File: src/rtl/fcore_decoder_stage.sv
// fCore decode stage: splits fetched words into fields, assembles two-word LDC,
// flags illegal opcodes and parks in HALTED after STOP until a start pulse.
module fcore_decoder_stage #(
    parameter int INSTRUCTION_WIDTH = 32,
    parameter int OPCODE_WIDTH      = 5,
    parameter int REG_ADDR_WIDTH    = 4,
    parameter int COUNTER_WIDTH     = 16
) (
    input  logic                         clock,
    input  logic                         reset,
    input  logic                         start,
    input  logic [INSTRUCTION_WIDTH-1:0] instr_data,
    input  logic                         instr_valid,
    output logic                         instr_ready,
    output logic [OPCODE_WIDTH-1:0]      dec_opcode,
    output logic [REG_ADDR_WIDTH-1:0]    dec_op_a,
    output logic [REG_ADDR_WIDTH-1:0]    dec_op_b,
    output logic [REG_ADDR_WIDTH-1:0]    dec_dest,
    output logic [INSTRUCTION_WIDTH-1:0] dec_immediate,
    output logic                         dec_illegal,
    output logic                         dec_valid,
    input  logic                         dec_ready,
    output logic                         halted,
    output logic                         illegal_seen,
    output logic [COUNTER_WIDTH-1:0]     issued_count
);
    localparam int OW = OPCODE_WIDTH;
    localparam int RW = REG_ADDR_WIDTH;
    localparam logic [OW-1:0] OP_LDC  = OW'(6);
    localparam logic [OW-1:0] OP_STOP = OW'(12);

    typedef enum logic [1:0] {HALTED, DECODE, WAIT_IMM, DRAIN} state_t;
    state_t state, state_nxt;

    logic [OW-1:0] w_op;
    logic [RW-1:0] w_a, w_b, w_d;
    logic          w_illegal;
    logic          accept, handshake;
    logic [RW-1:0] hold_a, hold_b, hold_d;

    assign w_op      = instr_data[OW-1:0];
    assign w_a       = instr_data[OW+RW-1:OW];
    assign w_b       = instr_data[OW+2*RW-1:OW+RW];
    assign w_d       = instr_data[OW+3*RW-1:OW+2*RW];
    assign w_illegal = (w_op == OW'(23)) || (w_op == OW'(24)) || (w_op >= OW'(27));
    assign accept    = instr_valid && instr_ready;
    assign handshake = dec_valid && dec_ready;

    always_ff @(posedge clock or negedge reset) begin
        if (!reset) state <= HALTED;
        else        state <= state_nxt;
    end

    // DRAIN holds the issued STOP until downstream takes it; no words enter meanwhile.
    always_comb begin
        state_nxt = state;
        case (state)
            HALTED:   if (start) state_nxt = DECODE;
            DECODE:   if (accept) begin
                          if (w_op == OP_LDC)       state_nxt = WAIT_IMM;
                          else if (w_op == OP_STOP) state_nxt = DRAIN;
                      end
            WAIT_IMM: if (accept) state_nxt = DECODE;
            DRAIN:    if (handshake) state_nxt = HALTED;
            default:  state_nxt = HALTED;
        endcase
    end

    always_comb begin
        instr_ready = 1'b0;
        halted      = 1'b0;
        case (state)
            HALTED:           halted = 1'b1;
            DECODE, WAIT_IMM: instr_ready = !dec_valid || dec_ready;
            default:          instr_ready = 1'b0;
        endcase
    end

    always_ff @(posedge clock or negedge reset) begin
        if (!reset) begin
            dec_valid     <= 1'b0;
            dec_opcode    <= '0;
            dec_op_a      <= '0;
            dec_op_b      <= '0;
            dec_dest      <= '0;
            dec_immediate <= '0;
            dec_illegal   <= 1'b0;
            hold_a        <= '0;
            hold_b        <= '0;
            hold_d        <= '0;
        end else begin
            if (handshake) dec_valid <= 1'b0;
            if (accept) begin
                if (state == WAIT_IMM) begin
                    dec_valid     <= 1'b1;
                    dec_opcode    <= OP_LDC;
                    dec_op_a      <= hold_a;
                    dec_op_b      <= hold_b;
                    dec_dest      <= hold_d;
                    dec_immediate <= instr_data;
                    dec_illegal   <= 1'b0;
                end else if (w_op == OP_LDC) begin
                    hold_a <= w_a;
                    hold_b <= w_b;
                    hold_d <= w_d;
                end else begin
                    dec_valid     <= 1'b1;
                    dec_opcode    <= w_op;
                    dec_op_a      <= w_a;
                    dec_op_b      <= w_b;
                    dec_dest      <= w_d;
                    dec_immediate <= '0;
                    dec_illegal   <= w_illegal;
                end
            end
        end
    end

    always_ff @(posedge clock or negedge reset) begin
        if (!reset) begin
            issued_count <= '0;
            illegal_seen <= 1'b0;
        end else if (state == HALTED && start) begin
            issued_count <= '0;
            illegal_seen <= 1'b0;
        end else if (handshake) begin
            issued_count <= issued_count + COUNTER_WIDTH'(1);
            if (dec_illegal) illegal_seen <= 1'b1;
        end
    end
endmodule

File: config.mk
export PLATFORM = sky130hd
export DESIGN_NAME = fcore_decoder_stage
export DESIGN_NICKNAME = d
export VERILOG_FILES = /design/src/rtl/fcore_decoder_stage.sv
export SDC_FILE = /design/constraint.sdc
export NUM_CORES = 1
export LEC_CHECK = 0
export BUFFER_PORTS_ARGS = -buffer_cell sky130_fd_sc_hd__buf_2
export CORE_MARGIN = 1
export CORE_UTILIZATION = 40
export DETAILED_ROUTE_END_ITERATION = 8
export GPL_ROUTABILITY_DRIVEN = 0
export GPL_TIMING_DRIVEN = 1
export PLACE_DENSITY_LB_ADDON = 0.25
export SYNTH_ARGS = -nofsm -noshare
export SYNTH_HDL_FRONTEND = slang
export SYNTH_SLANG_ARGS = --single-unit
File: constraint.sdc
create_clock -name clock -period 3.6 [get_ports clock]
set_clock_uncertainty 0.1 [all_clocks]
set_input_delay 0.18 -clock clock [delete_from_list [all_inputs] [get_ports clock]]
set_output_delay 0.18 -clock clock [all_outputs]
set_load 0.05 [all_outputs]
Word-level counts from Yosys, hierarchy flattened
Index checks and enable logic that the tools add are counted.
{"block": "classes", "add_sub_neg": 1, "multipliers": 0, "n_div": 0, "magnitude_cmp": 1, "eq_ne": 13, "shifts": 0, "mux": 30, "n_bitwise": 1, "reduce_logical": 15}
{"op": "2-to-1 mux 32 bit", "n": 2}
{"op": "2-to-1 mux 16 bit", "n": 2}
{"op": "2-to-1 mux 4 bit", "n": 6}
{"op": "adder 16 x 1 -> 16 bit (second input constant)", "n": 1}
{"op": "2-to-1 mux 2 bit", "n": 6}
{"op": "2-to-1 mux 1 bit", "n": 11}
{"op": "equality test 5 bit (second input constant)", "n": 2}
{"op": "2-to-1 mux 5 bit", "n": 2}
{"op": "inequality test 2 bit (second input constant)", "n": 4}
{"op": "one-hot mux 2 bit (4 select lines)", "n": 1}
{"op": "equality test 5 x 3 -> 1 bit (second input constant)", "n": 1}
{"op": "equality test 5 x 4 -> 1 bit (second input constant)", "n": 1}
{"op": ">= comparator 5 bit (second input constant)", "n": 1}
{"op": "AND reduction 5 bit", "n": 1}
{"op": "equality test 2 bit (second input constant)", "n": 2}
{"op": "AND reduction 2 bit", "n": 2}
{"op": "nonzero test 2 bit", "n": 2}
{"op": "logical AND 1 bit", "n": 3}
{"op": "logical OR 1 bit", "n": 3}
{"op": "inequality test 3 bit (second input constant)", "n": 1}
{"op": "AND reduction 3 bit", "n": 1}
{"op": "equality test 2 x 1 -> 1 bit (second input constant)", "n": 1}
{"op": "zero test 2 bit", "n": 1}
{"op": "inequality test 2 x 1 -> 1 bit (second input constant)", "n": 1}
{"op": "3 further kinds", "n": 3}
{"block": "word_totals", "ff_bits": 82, "latch_bits": 0, "ramBits": 0, "rom_bits": 0, "output_inout_bits": 70, "memories": 0}

Depth between registers and ports, before layout
Gate-level depths: netlist of run 1.
{"block": "depth", "ltp_word": 6, "ltp_mapped": 9}

Worst setup path before layout of run 1
Ideal clock, no wire load.
{"block": "synth_timing", "path_kind": "register -> register", "startpoint": "reg state[0]", "endpoint": "reg issued_count[15]", "t_arrival_ns": 1.843, "required_ns": 3.368, "setup_slack_ns": 1.525, "path_stages_with_launch": 8, "period_less_slack_ns": 2.075, "cell_sequence": "dfrtp_1 -> inv_1 -> ha_1 -> a22oi_1 -> nor4_2 -> nand4_1 -> xor2_1 -> nor2_1"}
{"block": "synth_via", "elab_chain_cells": 3}
{"element": "start, declared", "line_no": "33", "text": "state_t state, state_nxt;"}
{"element": "start signal, assigned", "line_no": "51", "text": "else state <= state_nxt;"}
{"element": "zero test 2 bit (*)", "line_no": "123", "text": "end else if (state == HALTED && start) begin"}
{"element": "logical AND 1 bit (*)", "line_no": "123"}
{"element": "2-to-1 mux 16 bit / nonzero test 2 bit (equally long branches)"}
{"element": "end signal, assigned", "line_no": "127", "text": "issued_count <= issued_count + COUNTER_WIDTH'(1);"}
{"element": "end, declared", "line_no": "25", "text": "output logic [COUNTER_WIDTH-1:0] issued_count"}
Mark *: on every way between the ends. The rest lies on a longest branch, timed or not.
A chain may end at the register's enable or synchronous reset.

Worst setup path in the final report of run 1
{"block": "layout_timing", "startpoint": "reg state[0]", "endpoint": "reg dec_immediate[18]"}
{"block": "layout_via", "elab_chain_cells": 5}
{"element": "equality test 2 bit / equality test 2 x 1 -> 1 bit (equally long branches)", "line_no": "72, 94"}
{"element": "OR reduction 2 bit", "line_no": "72", "text": "case (state)"}
{"element": "2-to-1 mux 1 bit", "line_no": "72"}
{"element": "logical AND 1 bit", "line_no": "46", "text": "assign accept = instr_valid && instr_ready;"}
{"element": "AND reduction 2 bit (no source line)"}
{"element": "end signal, assigned", "line_no": "100", "text": "dec_immediate <= instr_data;"}
{"element": "end, declared", "line_no": "19", "text": "output logic [INSTRUCTION_WIDTH-1:0] dec_immediate,"}
Several ways; a longest one is shown, not always the timed one.

==> results.json, run 1 <==
{
  "most-common-layout-cells": "105 x buf_2, 82 x dfrtp_1, 35 x a22o_1",
  "boundaryPins": 107,
  "drt_iter0_drc": 187,
  "clkTransAtPathRegs_ns": 0.08,
  "routed.top_layer": "met4",
  "end_kind": "flip-flop",
  "synth-edff-count": 0,
  "dpl.hpwl_um": 5160,
  "maxCapViolCount": 0,
  "grt_usage_pct": 17.9,
  "wire_per_inst_um": 14.9,
  "grt_pass1_wl_um": 12300,
  "synthDistinctLibCells": 39,
  "status": "finished clean",
  "synthArstFlopShare_pct": 100,
  "cts_buffer_depth": 2,
  "nNetsFinal": 462,
  "initial_core_util_pct": 41.1,
  "synth_area_per_cell_um2": 12.5,
  "first_pass_iters": 4,
  "vias_per_cell": 4.99,
  "die_h_um": 96.4,
  "fmax_mhz": 438,
  "drt-total-wl_um": 7940,
  "insertion_delay_ns": 0.34,
  "grt_pass1_vias": 2451,
  "drc": 0,
  "io_buffers": 106,
  "met3_length_um": 418,
  "path_cells": "inv_1 -> ha_1 -> buf_4 -> inv_1 -> nor2_2 -> buf_4 -> a22o_1",
  "synth_flop_cell": "dfrtp_1",
  "numCtsBuffers": 9,
  "period_minus_slack_ns": 2.28,
  "postCtsSetupBuffers": 0,
  "crit_path_max_fanout": 21,
  "synth_cells": 285,
  "antenna_found_initial": 0,
  "tns_ns": 0,
  "rsz0062_at_grt": "false",
  "core_region_area_um2": 8680,
  "layout-drive-gt1-share_pct": 34.9,
  "root_buffer": "clkbuf_8",
  "final_common_cell": "buf_2",
  "clkSinkCount": 82,
  "antenna_cells": 0,
  "crit_buf_inv": 4,
  "yosysSeqAreaShare_pct": 57.6,
  "powerDensity_nw_per_um2": 892,
  "rrSetupSlack_ns": 1.32,
  "power.total_w": 0.00415,
  "worst-setup-path-type": "flip-flop to flip-flop",
  "grt_max_degree": 83,
  "syn_area_um2": 3560,
  "ir_drop_uv": 533,
  "drv_slew": 0,
  "final_core_util_pct": 53.6,
  "tightest_slew_ns": 1.03,
  "required_ns": 3.78,
  "hold_class": "input pin to flip-flop",
  "die_w_um": 96.4,
  "drtAntennaViolNets": 0,
  "num_vias": 2653,
  "die-area_um2": 9290,
  "slew_headroom_pct": 31.6,
  "wl_met2_um": 3680,
  "cts_max_level": 3,
  "start_kind": "flip-flop",
  "critPathSlowestCell": "nor2_2",
  "final-setup-viol-count": 0,
  "cts_tree": "built",
  "hold_viol": 0,
  "p_leak_nw": 2.45,
  "final.period_utilization_pct": 63.4,
  "area_growth_pct": 30.5,
  "ys_ff_latch": 82,
  "critical_path_arrival_ns": 2.46,
  "wl_met1_um": 3780,
  "yosys_warnings": 0,
  "critPathTopFamily": "buffers and inverters",
  "synthesis.nets": 328,
  "cpPeakStageDelay_ns": 0.47,
  "grt_overflow": 0,
  "rows": 34
}
==> per-layer routing <==
layer | track usage (%) | up-vias
met5 | 0 | -
met4 | 8.09 | 0
met3 | 4.77 | 6
met2 | 25.9 | 65
met1 | 25.2 | 1304
li1 | - | 1278
==> worst register-to-register path, delay by kind of cell, from the launching register on <==
kind	cells	cell delay (ns)
AO/OA/AOI/OAI	1	0.19
adder cells (fa/ha/maj)	1	0.15
buffers and inverters	4	0.88
flip-flops	1	0.44
AND/OR/NAND/NOR	1	0.47
==> state kept, by name, indices dropped and copies added (netlist names), 2 cells and up <==
| name | count |
|---|---|
| dec_op_b | 4 |
| hold_b | 4 |
| dec_opcode | 5 |
| dec_dest | 4 |
| state | 2 |
| issued_count | 16 |
| hold_d | 4 |
| dec_op_a | 4 |
| dec_immediate | 32 |
| hold_a | 4 |
==> cell type report <==
type | instances | area [µm²]
clock buffer | 12 | 145
clock inverter | 4 | 73.8
fill | 802 | 4030
inverter | 8 | 30.0
multi-input combinational | 180 | 1370
sequential | 82 | 2050
tap | 108 | 135
timing repair buffer | 138 | 843
==> logic make-up (layout without fill, tap and decap cells) <==
group / Yosys count / after routing / synth area share (%)
XOR/XNOR: 15 / 15 / 3.69
AND/OR/NAND/NOR: 69 / 69 / 10.1
multiplexers: 25 / 25 / 8.63
buffers and inverters: 23 / 162 / 4.07
adder cells (fa/ha/maj): 6 / 6 / 2.11
AO/OA/AOI/OAI: 65 / 65 / 13.8
flip-flops: 82 / 82 / 57.6
==> what timing repair did <==
| action | in CTS | in global routing |
|---|---|---|
| resized for setup | 0 | 0 |
| hold buffers | 28 | 0 |
| endpoints found under the hold margin | 120 | 0 |
==> through the flow <==
stage	instance area, µm²	hold WS (ns)	instances	setup WS [ns]
2_1_floorplan	3560	-0.216	285	1.52
3_3_place_gp	4150	0.298	488	1.40
3_5_place_dp	4150	0.300	488	1.31
4_1_cts	4650	0.0142	532	1.29
5_1_grt	4650	0.0118	532	1.08
6_report	4650	0.0290	532	1.32
==> final timing paths <==
path | startpoint | end | cells past startpoint
setup / recovery | state[0] | dec_immediate[18] | 7
hold / removal | instr_data[2] | dec_immediate[2] | 2
setup reg to reg | state[0] | dec_immediate[18] | 7
hold reg to reg | dec_op_a[2] | dec_op_a[2] | 2
max in group asynchronous | reset | issued_count[11] | 2
min in group asynchronous | reset | issued_count[6] | 2
==> cells in the mapped netlist (8+ instances only) <==
library cell | number | area [µm²]
nand2_1 | 23 | 86.3
inv_1 | 8 | 30.0
nor2_1 | 17 | 63.8
mux2_4 | 11 | 165
a22o_1 | 35 | 307
o21ai_0 | 15 | 75.1
dfrtp_1 | 82 | 2050
xor2_1 | 9 | 78.8
mux2i_1 | 12 | 120
==> where the power goes <==
part | total, W | switching, W | leakage, nW | internal [W]
sequential | 0.00143 | 0.000205 | 1.09 | 0.00123
clock | 0.000738 | 0.000326 | 0.111 | 0.000412
combinational | 0.00198 | 0.00141 | 1.25 | 0.000568
total | 0.00415 | 0.00194 | 2.45 | 0.00221
Note: power is estimated with default switching activity, not from simulation.
==> run 2, diff against run 1 <==
==> constraint.sdc (replaced) <==
create_clock -name clock -period 1.8 [get_ports clock]
set_clock_uncertainty 0.1 [all_clocks]
set_input_delay 0.09 -clock clock [delete_from_list [all_inputs] [get_ports clock]]
set_output_delay 0.09 -clock clock [all_outputs]
set_load 0.05 [all_outputs]
==> results.json, run 2 (synthesis gave the netlist of run 1 again) <==
{
  "fillCellCount": 781,
  "dpl.hpwl_um": 5310,
  "required_ns": 1.93,
  "num_vias": 2681,
  "drc": 0,
  "powerDensity_nw_per_um2": 1730,
  "status": "finished clean",
  "drt-total-wl_um": 8080,
  "drtAntennaViolNets": 0,
  "fmax_mhz": 582,
  "grt_pass1_wl_um": 12500,
  "worst-setup-path-type": "flip-flop to flip-flop",
  "grt_overflow": 0,
  "vias_per_cell": 4.92,
  "die_h_um": 96.4,
  "boundaryPins": 107,
  "area_growth_pct": 35.3,
  "root_buffer": "clkbuf_8",
  "place_area_um2": 4270,
  "critical_path_arrival_ns": 1.85,
  "largest_register": "dec_immediate",
  "ir_drop_uv": 962,
  "final.period_utilization_pct": 95.5,
  "wire_per_inst_um": 14.8,
  "power.total_w": 0.00834,
  "first_pass_iters": 4,
  "antenna_cells": 0,
  "cts_buffer_depth": 2,
  "crit_path_max_fanout": 3,
  "insertion_delay_ns": 0.34,
  "maxCapViolCount": 0,
  "layout-drive-gt1-share_pct": 37.8,
  "p_leak_nw": 2.51,
  "clkSinkCount": 82,
  "io_buffers": 106,
  "initial_core_util_pct": 41.1,
  "slew_headroom_pct": 77.1,
  "tightest_slew_ns": 0.341,
  "period_minus_slack_ns": 1.72,
  "grt_max_degree": 39,
  "antenna_found_initial": 0,
  "cts_max_level": 3,
  "clkTransAtPathRegs_ns": 0.08,
  "hold_viol": 0,
  "end_kind": "flip-flop",
  "rsz0062_at_grt": "false",
  "start_kind": "flip-flop",
  "core_region_area_um2": 8680,
  "die-area_um2": 9290,
  "reg.largest.list": "dec_immediate x32, issued_count x16, dec_opcode x5",
  "cts_tree": "built",
  "nNetsFinal": 476,
  "rows": 34,
  "drt_iter0_drc": 111,
  "final_core_util_pct": 55.6,
  "hold_class": "input pin to async pin",
  "grt_pass1_vias": 2499,
  "whs_ns": 0.0779,
  "largest_reg_flops": 32,
  "final-setup-viol-count": 0,
  "numCtsBuffers": 9,
  "design_area_um2": 4820,
  "drv_slew": 0,
  "die_w_um": 96.4,
  "most-common-layout-cells": "105 x buf_2, 79 x dfrtp_1, 35 x a22o_1",
  "final_common_cell": "buf_2",
  "grt_usage_pct": 18.0
}
## run 2: changes by cell type in the layout (fill, tap and decap cells not counted), sizes merged
cell	delta
buf	+8
bufinv	-1
clkbuf	-2
clkinv	+2
clkinvlp	+1
dlygate4sd3	+6
inv	-1
## run 2: what timing repair did
item | CTS | global route
pin swaps | 0 | 1
setup buffers | 0 | 1
endpoints found under the hold margin | 144 | 0
gates resized for setup | 3 | 6
hold buffers | 34 | 0
setup endpoints to repair | 23 | 44
## run 2: final timing paths
kind | start | endpoint | slack [ns] | cells past startpoint
hold / removal | reset | issued_count[6] | 0.08 | 2
min in group clock | start | state[0] | 0.12 | 3
hold reg to reg | dec_op_a[2] | dec_op_a[2] | 0.39 | 2
setup / recovery | state[1] | state[1] | 0.08 | 6
max in group asynchronous | reset | hold_d[2] | 0.92 | 3
setup reg to reg | state[1] | state[1] | 0.08 | 6
## run 2: layout make-up
cell class,instances,area [µm²],area share [%]
clock buffers,10,128,2.65
inverters,8,30.0,0.623
clock inverters,5,56.3,1.17
multi-input cells,180,1400,29.0
well taps,108,135,2.80
repair buffers,152,1020,21.2
flip-flops and latches,82,2060,42.6
## run 2: critical path, cell delays in order, from the launching register on
cell and delay [ns]:
dfrtp_1 0.39, inv_2 0.10, ha_4 0.21, and3_1 0.16, and3_1 0.15, o21ba_4 0.20, mux2_4 0.29
## run 2: stage by stage
| stage | TNS (ns) | worst slack [ns] | instances |
|---|---|---|---|
| 3_3_place_gp | 0 | 0.0347 | 495 |
| 6_report | 0 | 0.0816 | 545 |
| 5_1_grt | 0 | 0.00377 | 545 |
| 3_5_place_dp | -0.186 | -0.0308 | 495 |
| 2_1_floorplan | -0.206 | -0.00676 | 285 |
| 4_1_cts | 0 | 0.00471 | 544 |
## run 2: layer usage
| layer | GRT usage [%] | vias to the layer above | share of wire (%) |
|---|---|---|---|
| met2 | 27.0 | 75 | 46 |
| met4 | 7.35 | 0 | 1.4 |
| met5 | 0 | - | 0 |
| li1 | - | 1303 | - |
| met1 | 25.2 | 1294 | 48 |
| met3 | 4.07 | 9 | 5.2 |
## run 2: power by group
part,internal (W),leakage (nW),switching [W],total [W]
combinational,0.00131,1.33,0.00290,0.00421
clock,0.000632,0.0921,0.000649,0.00128
sequential,0.00246,1.09,0.000388,0.00285
total,0.00440,2.51,0.00394,0.00834
